`src/rtl/pdm_capture_ctrl.sv`:
```
// Stereo PDM front-end sequencer: mic clock, CIC sample/decimation strobes,
// settle-time frame discard and a valid/ready PCM output register.
module pdm_capture_ctrl #(
   parameter int DIV_HALF = 10,
   parameter int DECIM    = 128,
   parameter int SETTLE   = 4
) (
   input  logic               clk,
   input  logic               rst,
   input  logic               enable,
   output logic               clk_pdm,
   output logic               en_left,
   output logic               en_right,
   output logic               en_pcm,
   input  logic signed [15:0] pcm_l_in,
   input  logic signed [15:0] pcm_r_in,
   output logic               out_valid,
   input  logic               out_ready,
   output logic signed [15:0] out_l,
   output logic signed [15:0] out_r,
   output logic               overrun,
   output logic               settled
);

   localparam int PW = $clog2(2 * DIV_HALF);
   localparam int DW = (DECIM > 1) ? $clog2(DECIM) : 1;
   localparam int SW = ($clog2(SETTLE + 1) > 0) ? $clog2(SETTLE + 1) : 1;

   localparam logic [PW-1:0] P_LAST  = PW'(2 * DIV_HALF - 1);
   localparam logic [PW-1:0] P_HALF  = PW'(DIV_HALF);
   localparam logic [PW-1:0] P_LEFT  = PW'(DIV_HALF - 3);
   localparam logic [PW-1:0] P_RIGHT = PW'(2 * DIV_HALF - 3);
   localparam logic [DW-1:0] D_LAST  = DW'(DECIM - 1);
   localparam logic [SW-1:0] S_LAST  = SW'((SETTLE > 0) ? SETTLE - 1 : 0);

   typedef enum logic [1:0] {ST_IDLE, ST_SETTLE, ST_RUN} state_t;

   state_t             state_q, state_d;
   logic [PW-1:0]      p_q, p_d;
   logic [DW-1:0]      d_q, d_d;
   logic [SW-1:0]      settle_cnt_q, settle_cnt_d;
   logic               clk_pdm_q, clk_pdm_d;
   logic               en_left_q, en_left_d;
   logic               en_right_q, en_right_d;
   logic               en_pcm_q, en_pcm_d;
   logic               capture_q, capture_d;
   logic               out_valid_q, out_valid_d;
   logic               overrun_q, overrun_d;
   logic               settled_q, settled_d;
   logic signed [15:0] out_l_q, out_l_d;
   logic signed [15:0] out_r_q, out_r_d;

   always_ff @(posedge clk) begin
      if (rst) begin
         state_q      <= ST_IDLE;
         p_q          <= '0;
         d_q          <= '0;
         settle_cnt_q <= '0;
         clk_pdm_q    <= 1'b0;
         en_left_q    <= 1'b0;
         en_right_q   <= 1'b0;
         en_pcm_q     <= 1'b0;
         capture_q    <= 1'b0;
         out_valid_q  <= 1'b0;
         overrun_q    <= 1'b0;
         settled_q    <= 1'b0;
         out_l_q      <= '0;
         out_r_q      <= '0;
      end else begin
         state_q      <= state_d;
         p_q          <= p_d;
         d_q          <= d_d;
         settle_cnt_q <= settle_cnt_d;
         clk_pdm_q    <= clk_pdm_d;
         en_left_q    <= en_left_d;
         en_right_q   <= en_right_d;
         en_pcm_q     <= en_pcm_d;
         capture_q    <= capture_d;
         out_valid_q  <= out_valid_d;
         overrun_q    <= overrun_d;
         settled_q    <= settled_d;
         out_l_q      <= out_l_d;
         out_r_q      <= out_r_d;
      end
   end

   always_comb begin
      state_d = state_q;
      if (!enable) begin
         state_d = ST_IDLE;
      end else begin
         case (state_q)
            ST_IDLE:   state_d = (SETTLE == 0) ? ST_RUN : ST_SETTLE;
            ST_SETTLE: if (capture_q && settle_cnt_q == S_LAST) state_d = ST_RUN;
            ST_RUN:    state_d = ST_RUN;
            default:   state_d = ST_IDLE;
         endcase
      end
   end

   // Strobes and clk_pdm are decoded from the next phase so they line up with p_q.
   always_comb begin
      p_d          = p_q;
      d_d          = d_q;
      settle_cnt_d = settle_cnt_q;
      out_valid_d  = out_valid_q;
      overrun_d    = overrun_q;
      settled_d    = settled_q;
      out_l_d      = out_l_q;
      out_r_d      = out_r_q;
      capture_d    = 1'b0;
      clk_pdm_d    = 1'b0;
      en_left_d    = 1'b0;
      en_right_d   = 1'b0;
      en_pcm_d     = 1'b0;

      if (!enable || state_q == ST_IDLE) begin
         p_d          = '0;
         d_d          = '0;
         settle_cnt_d = '0;
         out_valid_d  = 1'b0;
         overrun_d    = 1'b0;
         out_l_d      = '0;
         out_r_d      = '0;
         settled_d    = enable && (SETTLE == 0);
      end else begin
         p_d = (p_q == P_LAST) ? '0 : p_q + 1'b1;
         if (p_q == P_LAST) d_d = (d_q == D_LAST) ? '0 : d_q + 1'b1;
         capture_d = en_pcm_q;

         if (capture_q && state_q == ST_SETTLE) begin
            settle_cnt_d = settle_cnt_q + 1'b1;
            if (settle_cnt_q == S_LAST) settled_d = 1'b1;
         end else if (capture_q && state_q == ST_RUN) begin
            out_l_d     = pcm_l_in;
            out_r_d     = pcm_r_in;
            out_valid_d = 1'b1;
            overrun_d   = overrun_q | (out_valid_q & ~out_ready);
         end else if (out_valid_q && out_ready) begin
            out_valid_d = 1'b0;
         end
      end

      if (state_d != ST_IDLE) begin
         clk_pdm_d  = (p_d >= P_HALF);
         en_left_d  = (p_d == P_LEFT);
         en_right_d = (p_d == P_RIGHT);
         en_pcm_d   = (p_d == P_LAST) && (d_d == D_LAST);
      end
   end

   assign clk_pdm   = clk_pdm_q;
   assign en_left   = en_left_q;
   assign en_right  = en_right_q;
   assign en_pcm    = en_pcm_q;
   assign out_valid = out_valid_q;
   assign overrun   = overrun_q;
   assign settled   = settled_q;
   assign out_l     = out_l_q;
   assign out_r     = out_r_q;

endmodule

```
`config.mk`:
```
export PLATFORM = sky130hd
export DESIGN_NAME = pdm_capture_ctrl
export DESIGN_NICKNAME = d
export VERILOG_FILES = /design/src/rtl/pdm_capture_ctrl.sv
export SDC_FILE = /design/constraint.sdc
export NUM_CORES = 1
export LEC_CHECK = 0
export ABC_AREA = 0
export CAP_MARGIN = 30
export CORE_MARGIN = 1.5
export CORE_UTILIZATION = 40
export DETAILED_ROUTE_END_ITERATION = 8
export HOLD_SLACK_MARGIN = 0.12
export PLACE_DENSITY = 0.75
export SLEW_MARGIN = 30
export SYNTH_ARGS = -nofsm -noshare
export SYNTH_HDL_FRONTEND = slang
export SYNTH_SLANG_ARGS = --single-unit
export TNS_END_PERCENT = 20
```
`constraint.sdc`:
```
create_clock -name clk -period 1.6 [get_ports clk]
set_input_delay 0.16 -clock clk [delete_from_list [all_inputs] [get_ports clk]]
set_output_delay 0.16 -clock clk [all_outputs]
set_load 0.01 [all_outputs]
```
==> results.sh <==
export IMPL_outcome="complete, no violations"
export IMPL_p_sw_uw=578
export IMPL_cap_violations=0
export IMPL_dpl_instance_area_mm2=0.00311
export IMPL_cts_made_buffers=9
export IMPL_netlist_instances=264
export IMPL_synth_nets=304
export IMPL_r2r_start="p_q[0]"
export IMPL_start_kind="flip-flop"
export IMPL_crit_required_ns=1.86
export IMPL_setup_viol=0
export IMPL_dieArea_mm2=0.00598
export IMPL_wirelength_um=5370
export IMPL_multiInputGateArea_mm2=0.00100
export IMPL_holdBufCountCts=0
export IMPL_drive_above_1_share=0.110
export IMPL_comb_power_share=0.046
export IMPL_worstSetupPathType="reg -> reg"
export IMPL_pwr_share_seq=0.494
export IMPL_cp_arrival_ns=1.82
export IMPL_drcViolationCount=0
export IMPL_core_mm2=0.00520
export IMPL_fin_cells=425
export IMPL_cp_end_kind="flip-flop"
export IMPL_clock_sinks=57
export IMPL_fin_worst_skew_ns=0.00800
export IMPL_grt_pass1_wl_um=8740
export IMPL_synthTopCellsByCount="nand2_1 (72), dfxtp_1 (57), a21oi_1 (34)"
export IMPL_cts_htree_levels=3
export IMPL_clk_latency_ns=0.33
export IMPL_dieHeight_um=77.3
export IMPL_gp_congestion=0.800
export IMPL_synth_top_cell_area_share=0.516
export IMPL_clockBufferDepth=2
export IMPL_grt_max_degree=34
export IMPL_finalCritPeriodShare=0.974
export IMPL_synth_cell_types=40
export IMPL_ys_ff_latch=57
export IMPL_synth_edf_count=0
export IMPL_synth_yosys_seq_area_share=0.516
export IMPL_first_global_vias=1899
export IMPL_yosysMostFrequentCell="nand2_1"
export IMPL_synthTopCellsByArea="dfxtp_1 (52%), nand2_1 (12%), a21oi_1 (7.7%), nor2_1 (3.4%), ha_1 (2.3%)"
export IMPL_antenna_found_initial=0
export IMPL_initial_core_util=0.425
export IMPL_drtIter0Drc=111
export IMPL_tightest_slew_ns=0.330
export IMPL_diodes=0
export IMPL_p_leak_uw=0.00110
export IMPL_intPower_uw=2300
export IMPL_utilization=0.642
export IMPL_fmax_mhz=642
export IMPL_fin_area_mm2=0.00334
export IMPL_via_count=2040
export IMPL_final_hold_viol_count=0
export IMPL_fin_hold_ws_ns=0.370
export IMPL_die_x_um=77.3
export IMPL_fp_row_count=26
export IMPL_cts_tree="yes"
export IMPL_port_buffers=74
export IMPL_ff_latch_area_mm2=0.00114
export IMPL_cp_max_fo=8
export IMPL_grt_total_usage=0.188
export IMPL_max_slew_margin_rel=0.780
export IMPL_viasPerCell=4.80
export IMPL_ioPinCount=75
export IMPL_cp_slowest_stage_delay_ns=0.36
export IMPL_yosysWarnings=0
export IMPL_power_share_switching=0.200
export IMPL_share_clk_of_total_power=0.460
export IMPL_cp_cell_sequence="ha_4 > and4bb_2 > buf_4 > and3_1 > a31o_2 > nor2_1"
export IMPL_synth_flop_cell="dfxtp_1"
export IMPL_startpoint="p_q[0]"
export IMPL_clock_tree_root_cell="clkbuf_8"
export IMPL_min_path_type="in -> reg"
export IMPL_min_from="pcm_r_in[4]"
export IMPL_synth_area_mm2=0.00221
export IMPL_routedWlPerCell_um=12.6
export IMPL_antenna_left=0
export IMPL_synthArstFlopShare=0
export IMPL_synth_area_per_cell_um2=8.37
export IMPL_nets=391
export IMPL_power_uw=2880
export IMPL_crit_slowest_cell="dfxtp_4"
export IMPL_min_period_ns=1.56
export IMPL_overflow=0
export IMPL_rsz0062_at_grt="true"
export IMPL_worst_path_buf_inv=1
export IMPL_syn_to_final_growth_pct=51.2
export IMPL_p_per_area_mw_per_mm2=863
export IMPL_dpl_hpwl_um=3630
export IMPL_nFillCells=433
export IMPL_path_clk_slew_ns=0.07
export IMPL_dp_cells=406
export IMPL_slew_violations=0
export IMPL_first_pass_iters=4
export IMPL_vdd_drop_max_uv=548
export IMPL_yosysTopAreaCell="dfxtp_1"
export IMPL_cp_top_family="simple AND/OR/NAND/NOR gates"
==> power by group through the flow <==
| stage | clock network, uW | logic (uW) | registers, uW |
|---|---|---|---|
| 3_5_place_dp | 0 | 128 | 1460 |
| 3_3_place_gp | 0 | 128 | 1460 |
| 5_1_grt | 1420 | 140 | 1420 |
| 4_1_cts | 1370 | 130 | 1430 |
| 2_1_floorplan | 0 | 28.5 | 1450 |
| 6_report | 1330 | 133 | 1420 |
==> through the flow <==
stage               setup TNS (ns)  setup slack, ns
floorplan                        0           0.0128
global route               -0.0862          -0.0350
CTS                              0           0.0473
global placement                 0           0.0757
detailed placement               0           0.0333
finish                           0           0.0418
==> registers in the layout (all words and copies together), names as in the netlist, 2 cells and up <==
| signal | cells |
|---|---|
| out_r | 16 |
| state_q | 2 |
| out_l | 16 |
| p_q | 5 |
| settle_cnt_q | 3 |
| d_q | 7 |
==> path summary, 6_finish.rpt <==
kind	cells after the start	slack, ns	end
worst max-delay path	6	0.04	d_q[3]
worst min-delay path	3	0.37	out_r[4]
worst max register to register	6	0.04	d_q[3]
worst min register to register	2	0.45	out_l[11]
==> cells in the final DEF, fill, tap and decap left out, drive strengths merged, types with 5 or more instances in the layout <==
cell            n
buf            16
nand2          72
clkdlybuf4s50  74
a31oi           5
dfxtp          57
clkbuf         12
xor2            5
inv             7
nor2           20
a21oi          34
==> worst reg2reg max path, cell delays in order (launching register included) <==
cell and delay (ns):
dfxtp_4 0.36, ha_4 0.17, and4bb_2 0.24, buf_4 0.17
and3_1 0.18, a31o_2 0.27, nor2_1 0.11
==> logic make-up (layout without fill, tap and decap cells) <==
family,count (synthesis),after routing,share of synthesized area
buffers and inverters,21,112,0.0402
XOR/XNOR,8,8,0.0317
flip-flops,57,57,0.516
AO/OA/AOI/OAI,56,56,0.153
AND/OR/NAND/NOR,117,117,0.232
multiplexers,1,1,0.00453
adder cells (fa/ha/maj),4,4,0.0227
==> cell type report <==
type / count / area share
inverters: 7 / 0.00787
flip-flops and latches: 57 / 0.343
well taps: 70 / 0.0262
clock inverters: 3 / 0.0120
clock buffers: 12 / 0.0464
multi-input cells: 186 / 0.300
repair buffers: 90 / 0.265
==> timing repair <==
| item | 4_1_cts | 5_1_grt |
|---|---|---|
| buffers inserted | 0 | 4 |
| resized for setup | 0 | 3 |
| setup endpoints to repair | 0 | 2 |
==> per-layer routing <==
metal  GRT usage  wire (um)  up-vias
li1            -          -     1063
met1       0.228       2440      921
met2       0.302       2610       48
met3      0.0405        243        8
met4       0.116         78        0
met5           0          0        -
(Power assumes the default switching activity.)
